$ cat config.mk
export PLATFORM = sky130hd
export DESIGN_NAME = onehot_ring_monitor
export DESIGN_NICKNAME = d
export VERILOG_FILES = /design/src/rtl/onehot_ring_monitor.sv
export SDC_FILE = /design/constraint.sdc
export NUM_CORES = 1
export LEC_CHECK = 0
export ABC_AREA = 1
export BUFFER_PORTS_ARGS = -buffer_cell sky130_fd_sc_hd__buf_4
export CAP_MARGIN = 20
export CORE_ASPECT_RATIO = 0.8
export CORE_MARGIN = 3
export CORE_UTILIZATION = 45
export CTS_CLUSTER_DIAMETER = 60
export DETAILED_ROUTE_END_ITERATION = 8
export PLACE_DENSITY_LB_ADDON = 0.08
export REMOVE_ABC_BUFFERS = 1
export SYNTH_ARGS = -nofsm -noshare
export SYNTH_HDL_FRONTEND = slang
export SYNTH_SLANG_ARGS = --single-unit
$ cat constraint.sdc
create_clock -name clock -period 2.6 [get_ports clock]
set_input_delay 0.52 -clock clock [delete_from_list [all_inputs] [get_ports clock]]
set_output_delay 0.52 -clock clock [all_outputs]
set_load 0.03 [all_outputs]
$ cat src/rtl/onehot_ring_monitor.sv
// Tracks a one-hot ring counter: binary index, lap count, stall and sticky fault flags.
// Optional macro ONEHOT_RECOVER_EN lets a legal sample pull FAULT back into TRACK.
module onehot_ring_monitor #(
    parameter int WIDTH       = 3,
    parameter int IDXW        = 2,
    parameter int LAPW        = 4,
    parameter int STALL_LIMIT = 8
) (
    input  logic             clock,
    input  logic             reset,
    input  logic             enable,
    input  logic [WIDTH-1:0] onehot,
    output logic [IDXW-1:0]  index,
    output logic             valid,
    output logic [LAPW-1:0]  laps,
    output logic             stall,
    output logic             code_err,
    output logic             step_err
);

    typedef enum logic [1:0] {IDLE, TRACK, FAULT} state_t;

    localparam logic [7:0] LIMIT = 8'(STALL_LIMIT);

    function automatic logic is_legal(input logic [WIDTH-1:0] v);
        return (v != '0) && ((v & (v - 1'b1)) == '0);
    endfunction

    function automatic logic [IDXW-1:0] pos_of(input logic [WIDTH-1:0] v);
        logic [IDXW-1:0] p;
        p = '0;
        for (int i = 0; i < WIDTH; i++)
            if (v[i]) p = IDXW'(i);
        return p;
    endfunction

    function automatic logic [7:0] sat_inc(input logic [7:0] h);
        return (h >= LIMIT) ? LIMIT : h + 8'd1;
    endfunction

    state_t           state_p0, state_nx;
    logic [WIDTH-1:0] prev_p0, prev_nx;
    logic [IDXW-1:0]  index_p0, index_nx;
    logic [LAPW-1:0]  laps_p0, laps_nx;
    logic [7:0]       hold_p0, hold_nx;
    logic             stall_p0, stall_nx;
    logic             vld_p0, vld_nx;
    logic             code_err_p0, code_err_nx;
    logic             step_err_p0, step_err_nx;

    logic             legal;
    logic [IDXW-1:0]  pos;
    logic [WIDTH-1:0] rot;
    logic [7:0]       hold_inc;

    assign legal    = is_legal(onehot);
    assign pos      = pos_of(onehot);
    assign rot      = {prev_p0[WIDTH-2:0], prev_p0[WIDTH-1]};
    assign hold_inc = sat_inc(hold_p0);

    always_comb begin
        state_nx    = state_p0;
        prev_nx     = prev_p0;
        index_nx    = index_p0;
        laps_nx     = laps_p0;
        hold_nx     = hold_p0;
        stall_nx    = stall_p0;
        vld_nx      = vld_p0;
        code_err_nx = code_err_p0;
        step_err_nx = step_err_p0;
        if (enable) begin
            case (state_p0)
                IDLE: begin
                    if (legal) begin
                        state_nx = TRACK;
                        prev_nx  = onehot;
                        index_nx = pos;
                        vld_nx   = 1'b1;
                        hold_nx  = '0;
                        stall_nx = 1'b0;
                    end
                end
                TRACK: begin
                    // Illegal codes are tested first so code_err and step_err never fire together.
                    if (!legal) begin
                        code_err_nx = 1'b1;
                        vld_nx      = 1'b0;
                        state_nx    = FAULT;
                    end else if (onehot == prev_p0) begin
                        hold_nx  = hold_inc;
                        stall_nx = (hold_inc == LIMIT);
                    end else if (onehot == rot) begin
                        prev_nx  = onehot;
                        index_nx = pos;
                        hold_nx  = '0;
                        stall_nx = 1'b0;
                        if (prev_p0[WIDTH-1]) laps_nx = laps_p0 + 1'b1;
                    end else begin
                        step_err_nx = 1'b1;
                        vld_nx      = 1'b0;
                        state_nx    = FAULT;
                    end
                end
                FAULT: begin
`ifdef ONEHOT_RECOVER_EN
                    if (legal) begin
                        state_nx = TRACK;
                        prev_nx  = onehot;
                        index_nx = pos;
                        vld_nx   = 1'b1;
                        hold_nx  = '0;
                        stall_nx = 1'b0;
                    end
`endif
                end
                default: state_nx = IDLE;
            endcase
        end
    end

    // Output/state register stage
    always_ff @(posedge clock) begin
        if (reset) begin
            state_p0    <= IDLE;
            prev_p0     <= '0;
            index_p0    <= '0;
            laps_p0     <= '0;
            hold_p0     <= '0;
            stall_p0    <= 1'b0;
            vld_p0      <= 1'b0;
            code_err_p0 <= 1'b0;
            step_err_p0 <= 1'b0;
        end else begin
            state_p0    <= state_nx;
            prev_p0     <= prev_nx;
            index_p0    <= index_nx;
            laps_p0     <= laps_nx;
            hold_p0     <= hold_nx;
            stall_p0    <= stall_nx;
            vld_p0      <= vld_nx;
            code_err_p0 <= code_err_nx;
            step_err_p0 <= step_err_nx;
        end
    end

    assign index    = index_p0;
    assign valid    = vld_p0;
    assign laps     = laps_p0;
    assign stall    = stall_p0;
    assign code_err = code_err_p0;
    assign step_err = step_err_p0;

endmodule

==> metrics.cfg, run 1 <==
[run_status]
status = finished clean

[cts]
cts_setup_buffers = 0
clkTransAtPathRegs_ps = 120
holdBufCountCts = 0
cts_tree = done
cts_resized = 0
numCtsBuffers = 3
cts_sinks = 22
clock_latency_ps = 310
cts_max_level = 1
cts-root-buf = clkbuf_4
cts_buffer_depth = 2

[drt]
drt-wirelength-per-cell_um = 11.0
first_pass_iters = 4
via_per_inst = 4.94
drt-initial-drc-count = 64
via_count = 1058
antenna_left = 0
drcViolationCount = 0
finalWirelength_mm = 2.35

[power_and_ir_drop]
p_seq_frac = 0.523
finalPower_mw = 0.693
swShare = 0.303
pwr-share-clk = 0.274
combinationalPowerShare = 0.203
leakage_nw = 0.623
internal-power_mw = 0.483
p_per_area_mw_per_mm2 = 516
vdd_ir_drop_max_mv = 0.298
switchingPower_mw = 0.210

[cells_and_area]
layout-drive-gt1-share = 0.200
finalInstanceArea_mm2 = 0.00134
fillers = 230
diodes = 0
layout.nets = 190
syn_to_final_growth_pct = 15.1

[floorplan]
die-area_mm2 = 0.00324
initial_core_util = 0.505
io_pins = 16
die_x_um = 62.9
rows = 15
core_area_mm2 = 0.00231
dieHeight_um = 51.5

[worst_setup_path]
cp_top_family = flip-flops
crit_type = reg2out
worst_ep_arrival_time_ps = 990
cp_num_buf_inv = 1
cpPeakStageDelay_ps = 470
crit_chain = buf_4
crit_path_end_kind = output pin
worstSetupStartpointType = flip-flop
cp_slowest_cell = dfxtp_1
cp.required_ps = 2080
cp_max_fo = 6

[placement]
place_congestion = 0.769
post-dp-hpwl_mm = 1.85
io_buffer_count = 15
pre_cts_ws_ps = 869
dpl-instance-area_mm2 = 0.00131

[global_route]
grt_pass1_vias = 950
grt_max_degree = 13
antenna_found_initial = 0
use_met2 = 0.254
grt_use_met1 = 0.203
top_usage_layer = met2
grt_pass1_wl_mm = 4.01
grtUsageTotal = 0.159
met3_usage = 0.0518
grt_overflow_total = 0

[synthesis]
ys_warn_count = 0
yosysMostFrequentCell = nand2_1
synth_top_area_cell = dfxtp_1
syn_inst = 164
synth_seq_cells = 22
synth_area_leaders = dfxtp_1, nand2_1, nor2_1
ys_seq_area_frac = 0.378
yosys-top-cells-count = nand2_1, dfxtp_1, nor2_1
synth_top_area_frac = 0.378
synthArstFlopShare = 0
ys.flop_type = dfxtp_1
ys_types = 22
syn_avg_cell_area_um2 = 7.11
synth_edf_count = 0
syn_area_mm2 = 0.00117

[sta]
period_needed_ps = 1510
rsz0062_at_grt = no
fin_skew_ps = 1.01
slew_headroom = 0.775
finalHoldViolations = 0
setup_violations = 0
max_freq_mhz = 664
tightest_slew_ps = 336
tns_ps = 0
layout_setup_ws_ps = 1090
maxSlewViolCount = 0
min_period_over_period = 0.580

[job]
drv_cap = 0

[worst_hold_path]
min_path_type = reg2reg

-- placed cells by master, fill, tap and decap left out, types with 2 or more instances in the layout --
master and count:
o21ai_0 7, ha_1 3, nand3_1 13, xnor2_1 3, inv_2 5, xor2_1 4, a21oi_1 15, nand2_4 3
nor2_4 2, nand3_2 2, dfxtp_1 22, clkbuf_4 3, nand2_2 3, inv_1 11, buf_4 15, nor2_1 22
nand2_1 41
-- area by class of cell --
cell class / count / area, um2 / share of cell area
clock buffer: 4 / 36.3 / 0.0270
inverter: 16 / 60.1 / 0.0447
tap: 34 / 42.5 / 0.0317
timing repair buffer: 15 / 113 / 0.0839
sequential: 22 / 440 / 0.328
multi-input combinational: 123 / 651 / 0.485
-- state kept, by name (all words and copies together) (netlist names) --
name / count
hold_p0: 8
laps: 4
prev_p0: 3
state_p0: 2
code_err: 1
index: 1
stall: 1
step_err: 1
valid: 1
-- power groups by stage --
| stage | combinational [mW] | sequential (mW) | clock (mW) |
|---|---|---|---|
| 3_5_place_dp | 0.141 | 0.370 | 0 |
| 4_1_cts | 0.141 | 0.362 | 0.199 |
| 6_report | 0.140 | 0.362 | 0.190 |
| 3_3_place_gp | 0.138 | 0.369 | 0 |
| 2_1_floorplan | 0.0855 | 0.382 | 0 |
| 5_1_grt | 0.157 | 0.365 | 0.207 |
-- final timing paths --
check,cells past startpoint,start,slack [ps],endpoint
max,1,prev_p0[2],1090,index[1]
min,2,hold_p0[6],450,hold_p0[6]
max reg2reg,9,prev_p0[2],1120,laps[1]
min reg2reg,2,hold_p0[6],450,hold_p0[6]
-- per-layer routing --
layer | vias to the layer above | wire length, um
met5 | - | 0
met4 | 0 | 23
met3 | 4 | 157
met2 | 31 | 1070
met1 | 473 | 1110
li1 | 550 | -
-- metrics by stage --
| stage | hold slack [ps] | utilization | std cells |
|---|---|---|---|
| after floorplan | 425 | - | 161 |
| after CTS | 453 | 0.582 | 214 |
| final | 454 | 0.582 | 214 |
| after global routing | 459 | 0.582 | 214 |
| after global placement | 433 | 0.566 | 210 |
| after detailed placement | 439 | 0.566 | 210 |
-- logic make-up (layout without fill, tap and decap cells) --
| family | Yosys count | in the layout | share of synthesized area |
|---|---|---|---|
| AOI/OAI and AO/OA | 25 | 25 | 0.111 |
| buffers and inverters | 19 | 35 | 0.0644 |
| DFF | 22 | 22 | 0.378 |
| adders and majority gates | 3 | 3 | 0.0322 |
| and+or+nand+nor | 88 | 88 | 0.363 |
| xor gates and xnor gates | 7 | 7 | 0.0526 |
Power figures use the tool's default switching activity.
==> inputs of run 2 (changes only) <==
- ABC_AREA: 1 -> 0
- clock period: 2.6 -> 1.3 ns (I/O delays scaled with it)
==> run 2 against run 1 <==
The flow now finishes with violations (setup timing); sequential share of layout area down 4.7 points; synthesized area down 3.8%; first-iteration DRC count down 39%.
==> metrics.cfg, run 2 <==
[floorplan]
die-area_mm2 = 0.00313  ; was 0.00324 mm2
die_x_um = 61.8  ; was 62.9 um
io_pins = 16  ; unchanged
rows = 15  ; unchanged
initial_core_util = 0.498  ; was 0.505
dieHeight_um = 50.7  ; was 51.5 um
core_area_mm2 = 0.00225  ; was 0.00231 mm2

[sta]
whs_ps = 252  ; was 454 ps
layout_setup_ws_ps = -255  ; was 1090 ps
tightest_slew_ps = 374  ; was 336 ps
min_period_over_period = 1.20
finalHoldViolations = 0  ; unchanged
setup_violations = 21  ; was 0
max_freq_mhz = 643
tns_ps = -3570  ; was 0 ps
maxSlewViolCount = 0  ; unchanged
slew_headroom = 0.750  ; was 0.775
period_needed_ps = 1550
rsz0062_at_grt = yes  ; was no
fin_skew_ps = 11.8  ; was 1.01 ps

[drt]
drt-wirelength-per-cell_um = 15.5  ; was 11.0 um
first_pass_iters = 4  ; unchanged
drcViolationCount = 0  ; unchanged
via_per_inst = 5.60  ; was 4.94
finalWirelength_mm = 2.91  ; was 2.35 mm
via_count = 1047  ; was 1058
drt-initial-drc-count = 39  ; was 64
antenna_left = 0  ; unchanged

[cts]
cts_buffer_depth = 2  ; unchanged
cts_tree = done  ; unchanged
cts-root-buf = clkbuf_4  ; unchanged
cts_max_level = 1  ; unchanged
clkTransAtPathRegs_ps = 130  ; was 120 ps
numCtsBuffers = 3  ; unchanged
holdBufCountCts = 0  ; unchanged
clock_latency_ps = 310  ; about the same
cts_sinks = 22  ; unchanged

[synthesis]
synthArstFlopShare = 0  ; unchanged
ys.flop_type = dfxtp_1  ; unchanged
syn_area_mm2 = 0.00112  ; was 0.00117 mm2
synth_top_area_frac = 0.392  ; was 0.378
synth_top_area_cell = dfxtp_1  ; unchanged
yosysMostFrequentCell = dfxtp_1  ; was nand2_1
synth_edf_count = 0  ; unchanged
ys_types = 41  ; was 22
syn_inst = 126  ; was 164
syn_avg_cell_area_um2 = 8.91  ; was 7.11 um2
ys_seq_area_frac = 0.392  ; was 0.378
ys_warn_count = 0  ; unchanged
yosys-top-cells-count = dfxtp_1, nor2_1, inv_1  ; was nand2_1, dfxtp_1, nor2_1
synth_seq_cells = 22  ; unchanged
synth_area_leaders = dfxtp_1, xnor2_1, nor2_1  ; was dfxtp_1, nand2_1, nor2_1

[job]
drv_cap = 0  ; unchanged

[placement]
dp.cells = 179  ; was 210
place_congestion = 0.790  ; was 0.769
dpl-instance-area_mm2 = 0.00138  ; was 0.00131 mm2
post-dp-hpwl_mm = 1.94  ; was 1.85 mm
io_buffer_count = 15  ; unchanged
pre_cts_ws_ps = -363  ; was 869 ps

[worst_setup_path]
cp_slowest_cell = dfxtp_4  ; was dfxtp_1
cp_num_buf_inv = 1  ; unchanged
cp_max_fo = 5  ; was 6
worstSetupStartpointType = flip-flop  ; unchanged
r2r-start = prev_p0[2]  ; unchanged
crit_path_end_kind = flip-flop  ; was output pin
reg2reg_to = laps[2]  ; was laps[1]
endpoint = laps[2]  ; was index[1]
cpPeakStageDelay_ps = 390  ; was 470 ps
cp_top_family = simple AND/OR/NAND/NOR gates  ; was flip-flops
reg2reg_depth = 6  ; was 9
r2r_slack_ps = -250  ; was 1120 ps
cp.depth = 6  ; was 1
worst_ep_arrival_time_ps = 1800  ; was 990 ps
crit_type = reg2reg  ; was reg2out
crit_chain = xnor2_2 > nand3_2 > nor4b_4 > buf_4 > nand3b_1 > a21oi_2  ; was buf_4
cp.required_ps = 1540  ; was 2080 ps
crit_start = prev_p0[2]  ; unchanged

[cells_and_area]
layout-drive-gt1-share = 0.494  ; was 0.200
fillers = 180  ; was 230
largest_reg_flops = 8  ; unchanged
layout.nets = 172  ; was 190
layout_common_cells = buf_4, dfxtp_1, nor2_1  ; was nand2_1, nor2_1, dfxtp_1
syn_to_final_growth_pct = 43.8  ; was 15.1%
fin_util = 0.717  ; was 0.582
diodes = 0  ; unchanged
finalInstanceArea_mm2 = 0.00161  ; was 0.00134 mm2
regArea_um2 = 453  ; was 440 um2
final_cells = 187  ; was 214
top_register = hold_p0  ; unchanged
final_common_cell = buf_4  ; was nand2_1
multiInputGateArea_um2 = 756  ; was 651 um2

[run_status]
status = finished with violations  ; was finished clean
violations = setup timing

[global_route]
grt_pass1_vias = 1004  ; was 950
grt_max_degree = 17  ; was 13
grtUsageTotal = 0.202  ; was 0.159
grt_overflow_total = 0  ; unchanged
grt_pass1_wl_mm = 4.64  ; was 4.01 mm
antenna_found_initial = 0  ; unchanged

[power_and_ir_drop]
combinationalPowerShare = 0.232  ; was 0.203
swShare = 0.279  ; was 0.303
internal-power_mw = 1.02  ; was 0.483 mW
vdd_ir_drop_max_mv = 0.678  ; was 0.298 mV
p_seq_frac = 0.503  ; was 0.523
pwr-share-clk = 0.266  ; was 0.274
switchingPower_mw = 0.394  ; was 0.210 mW
leakage_nw = 0.682  ; was 0.623 nW
p_per_area_mw_per_mm2 = 875  ; was 516 mW/mm2
finalPower_mw = 1.41  ; was 0.693 mW

[worst_hold_path]
min_path_type = in2reg  ; was reg2reg
whs_path_depth = 2  ; unchanged

==> run 2: cell types whose count changed after synthesis, moves of 5 or more <==
| cell | delta |
|---|---|
| inv_2 | -5 |
| a21oi_1 | -8 |
| mux2i_1 | +5 |
| nand3_1 | -8 |
| nand2_1 | -37 |
| o21ai_0 | -5 |
| nor2_1 | -8 |
==> run 2: worst reg2reg max path: stages (launching register included) <==
cell,delay [ps]
dfxtp_4,390
xnor2_2,220
nand3_2,140
nor4b_4,310
buf_4,190
nand3b_1,110
a21oi_2,140
==> run 2: area by class of cell <==
cell class / count / share of cell area
multi-input combinational: 87 / 0.468
inverter: 9 / 0.0209
timing repair buffer: 40 / 0.188
clock buffer: 4 / 0.0225
sequential: 22 / 0.281
tap: 25 / 0.0194
==> run 2: power by group through the flow <==
stage	combinational, mW	clock, mW	sequential (mW)
2_1_floorplan	0.114	0	0.737
3_3_place_gp	0.252	0	0.720
3_5_place_dp	0.258	0	0.722
4_1_cts	0.304	0.387	0.708
5_1_grt	0.350	0.411	0.712
6_report	0.327	0.375	0.710
==> run 2: cell families after synthesis <==
| family | Yosys count | share of synthesized area |
|---|---|---|
| AOI/OAI and AO/OA | 30 | 0.192 |
| xor gates and xnor gates | 8 | 0.0624 |
| adders and majority gates | 3 | 0.0334 |
| buffers and inverters | 17 | 0.0669 |
| DFF | 22 | 0.392 |
| muxes | 5 | 0.0446 |
| and+or+nand+nor | 41 | 0.208 |
==> run 2: worst min-delay path by stage <==
stage,start,to
floorplan,reset,laps[2]
global placement,hold_p0[7],hold_p0[7]
detailed placement,hold_p0[7],hold_p0[7]
CTS,reset,state_p0[1]
global route,reset,state_p0[1]
finish,reset,state_p0[1]
==> run 2: timing repair <==
item                       CTS  global route
buffers inserted             4             0
pin swaps                   11            10
resized for setup           28             9
setup endpoints to repair   21            21
cloned                       0             0
==> run 2: routing by layer <==
metal  GRT usage  up-vias  part of all wire
met5           0        -                 0
met4      0.0424        0            0.0065
met3      0.0540        2             0.035
met2       0.315       21              0.49
met1       0.276      508              0.47
li1            -      516                 -
==> inputs of run 3 (changes only) <==
- RECOVER_POWER: default -> 100
==> run 3 against run 2 <==
The run still ends with setup timing left; register-to-register slack barely moved; clock power barely moved; combinational power fell by 1%; sequential share of layout area rose by 0.31 points; routed wire length fell by 0.28%; die area did not move; worst setup slack improved by 1.6 ps; via count fell by 0.48%; clock-buffer cell count did not move; critical path type unchanged.
==> metrics.cfg, run 3 (same netlist as run 2, synthesis figures left out) <==
[worst_setup_path]
cp.required_ps = 1540  ; about the same
cp_top_family = simple AND/OR/NAND/NOR gates  ; unchanged
cp_slowest_cell = dfxtp_4  ; unchanged
crit_chain = xnor2_2 > nand3_2 > nor4b_4 > buf_4 > nand3b_1 > a21oi_2  ; unchanged
worst_ep_arrival_time_ps = 1800  ; about the same
worstSetupStartpointType = flip-flop  ; unchanged
cp_max_fo = 5  ; unchanged
crit_type = reg2reg  ; unchanged
cp_num_buf_inv = 1  ; unchanged
crit_path_end_kind = flip-flop  ; unchanged
cpPeakStageDelay_ps = 390  ; about the same

[floorplan]
rows = 15  ; unchanged
die-area_mm2 = 0.00313  ; unchanged
io_pins = 16  ; unchanged
core_area_mm2 = 0.00225  ; unchanged
dieHeight_um = 50.7  ; unchanged
die_x_um = 61.8  ; unchanged
initial_core_util = 0.498  ; unchanged

[cts]
cts_sinks = 22  ; unchanged
cts_buffer_depth = 2  ; unchanged
clkTransAtPathRegs_ps = 120  ; was 130 ps
cts_max_level = 1  ; unchanged
cts-root-buf = clkbuf_4  ; unchanged
cts_tree = done  ; unchanged
numCtsBuffers = 3  ; unchanged
clock_latency_ps = 310  ; about the same

[sta]
period_needed_ps = 1550  ; about the same
setup_violations = 21  ; unchanged
rsz0062_at_grt = yes  ; unchanged
whs_ps = 259  ; was 252 ps
slew_headroom = 0.750  ; unchanged
fin_skew_ps = 11.4  ; was 11.8 ps
layout_setup_ws_ps = -253  ; was -255 ps
finalHoldViolations = 0  ; unchanged
max_freq_mhz = 644  ; was 643 MHz
maxSlewViolCount = 0  ; unchanged
min_period_over_period = 1.19  ; was 1.20
tightest_slew_ps = 374  ; unchanged

[placement]
place_congestion = 0.790  ; unchanged
dpl-instance-area_mm2 = 0.00138  ; unchanged
pre_cts_ws_ps = -363  ; unchanged
io_buffer_count = 15  ; unchanged
post-dp-hpwl_mm = 1.94  ; unchanged

[cells_and_area]
multiInputGateArea_um2 = 756  ; unchanged
layout_common_cells = buf_4, dfxtp_1, nor2_1  ; unchanged
fin_util = 0.709  ; was 0.717
layout.nets = 172  ; unchanged
layout-drive-gt1-share = 0.494  ; unchanged
syn_to_final_growth_pct = 42.3  ; was 43.8%
final_common_cell = buf_4  ; unchanged
top_register = hold_p0  ; unchanged
finalInstanceArea_mm2 = 0.00160  ; was 0.00161 mm2
diodes = 0  ; unchanged
fillers = 184  ; was 180
largest_reg_flops = 8  ; unchanged
regArea_um2 = 453  ; unchanged

[drt]
finalWirelength_mm = 2.90  ; was 2.91 mm
drt-wirelength-per-cell_um = 15.5  ; about the same
via_count = 1042  ; was 1047
first_pass_iters = 4  ; unchanged
antenna_left = 0  ; unchanged
drcViolationCount = 0  ; unchanged
via_per_inst = 5.57  ; was 5.60
drt-initial-drc-count = 38  ; was 39

[run_status]
status = finished with violations  ; unchanged
violations = setup timing  ; unchanged

[global_route]
grt_pass1_wl_mm = 4.64  ; unchanged
grt_max_degree = 17  ; unchanged
grt_pass1_vias = 1004  ; unchanged
antenna_found_initial = 0  ; unchanged
grtUsageTotal = 0.202  ; unchanged
grt_overflow_total = 0  ; unchanged

[worst_hold_path]
min_path_type = in2reg  ; unchanged

[power_and_ir_drop]
finalPower_mw = 1.41  ; about the same
p_per_area_mw_per_mm2 = 881  ; was 875 mW/mm2
leakage_nw = 0.676  ; was 0.682 nW
vdd_ir_drop_max_mv = 0.669  ; was 0.678 mV

[job]
drv_cap = 0  ; unchanged

## run 3: final cells by class
type / instances / share of cell area
multi-input combinational: 87 / 0.473
sequential: 22 / 0.284
timing repair buffer: 40 / 0.179
clock buffer: 4 / 0.0227
inverter: 9 / 0.0212
tap: 25 / 0.0196
## run 3: where the power goes
part           internal [mW]  leakage, nW  total [mW]  switching (mW)
Sequential             0.689        0.181       0.710          0.0210
Clock                  0.171       0.0210       0.373           0.202
Combinational          0.154        0.474       0.323           0.169
Total                   1.01        0.676        1.41           0.392
## run 3: final timing paths
check,start,end,slack [ps],cells past startpoint
worst max register to register,prev_p0[2],laps[2],-250,6
worst min register to register,hold_p0[7],hold_p0[7],470,2
worst max-delay path,prev_p0[2],laps[2],-250,6
worst min-delay path,reset,state_p0[1],260,2
## run 3: layer usage
metal	up-vias	track usage	wire length, um
li1	517	-	-
met1	506	0.276	1370
met2	17	0.315	1420
met3	2	0.0540	91
met4	0	0.0424	19
met5	-	0	0
## run 3: per-stage QoR
stage | instances | setup TNS, ps
global route | 187 | -5470
global placement | 179 | -5040
CTS | 187 | -2650
floorplan | 118 | -5860
detailed placement | 179 | -5930
finish | 187 | -3590
## run 3: timing repair
| action | CTS | global route |
|---|---|---|
| setup buffers | 4 | 0 |
| resized for setup | 28 | 9 |
| pin swaps | 11 | 10 |
| endpoints found under the setup margin | 21 | 21 |
| hold buffers | 0 | 0 |
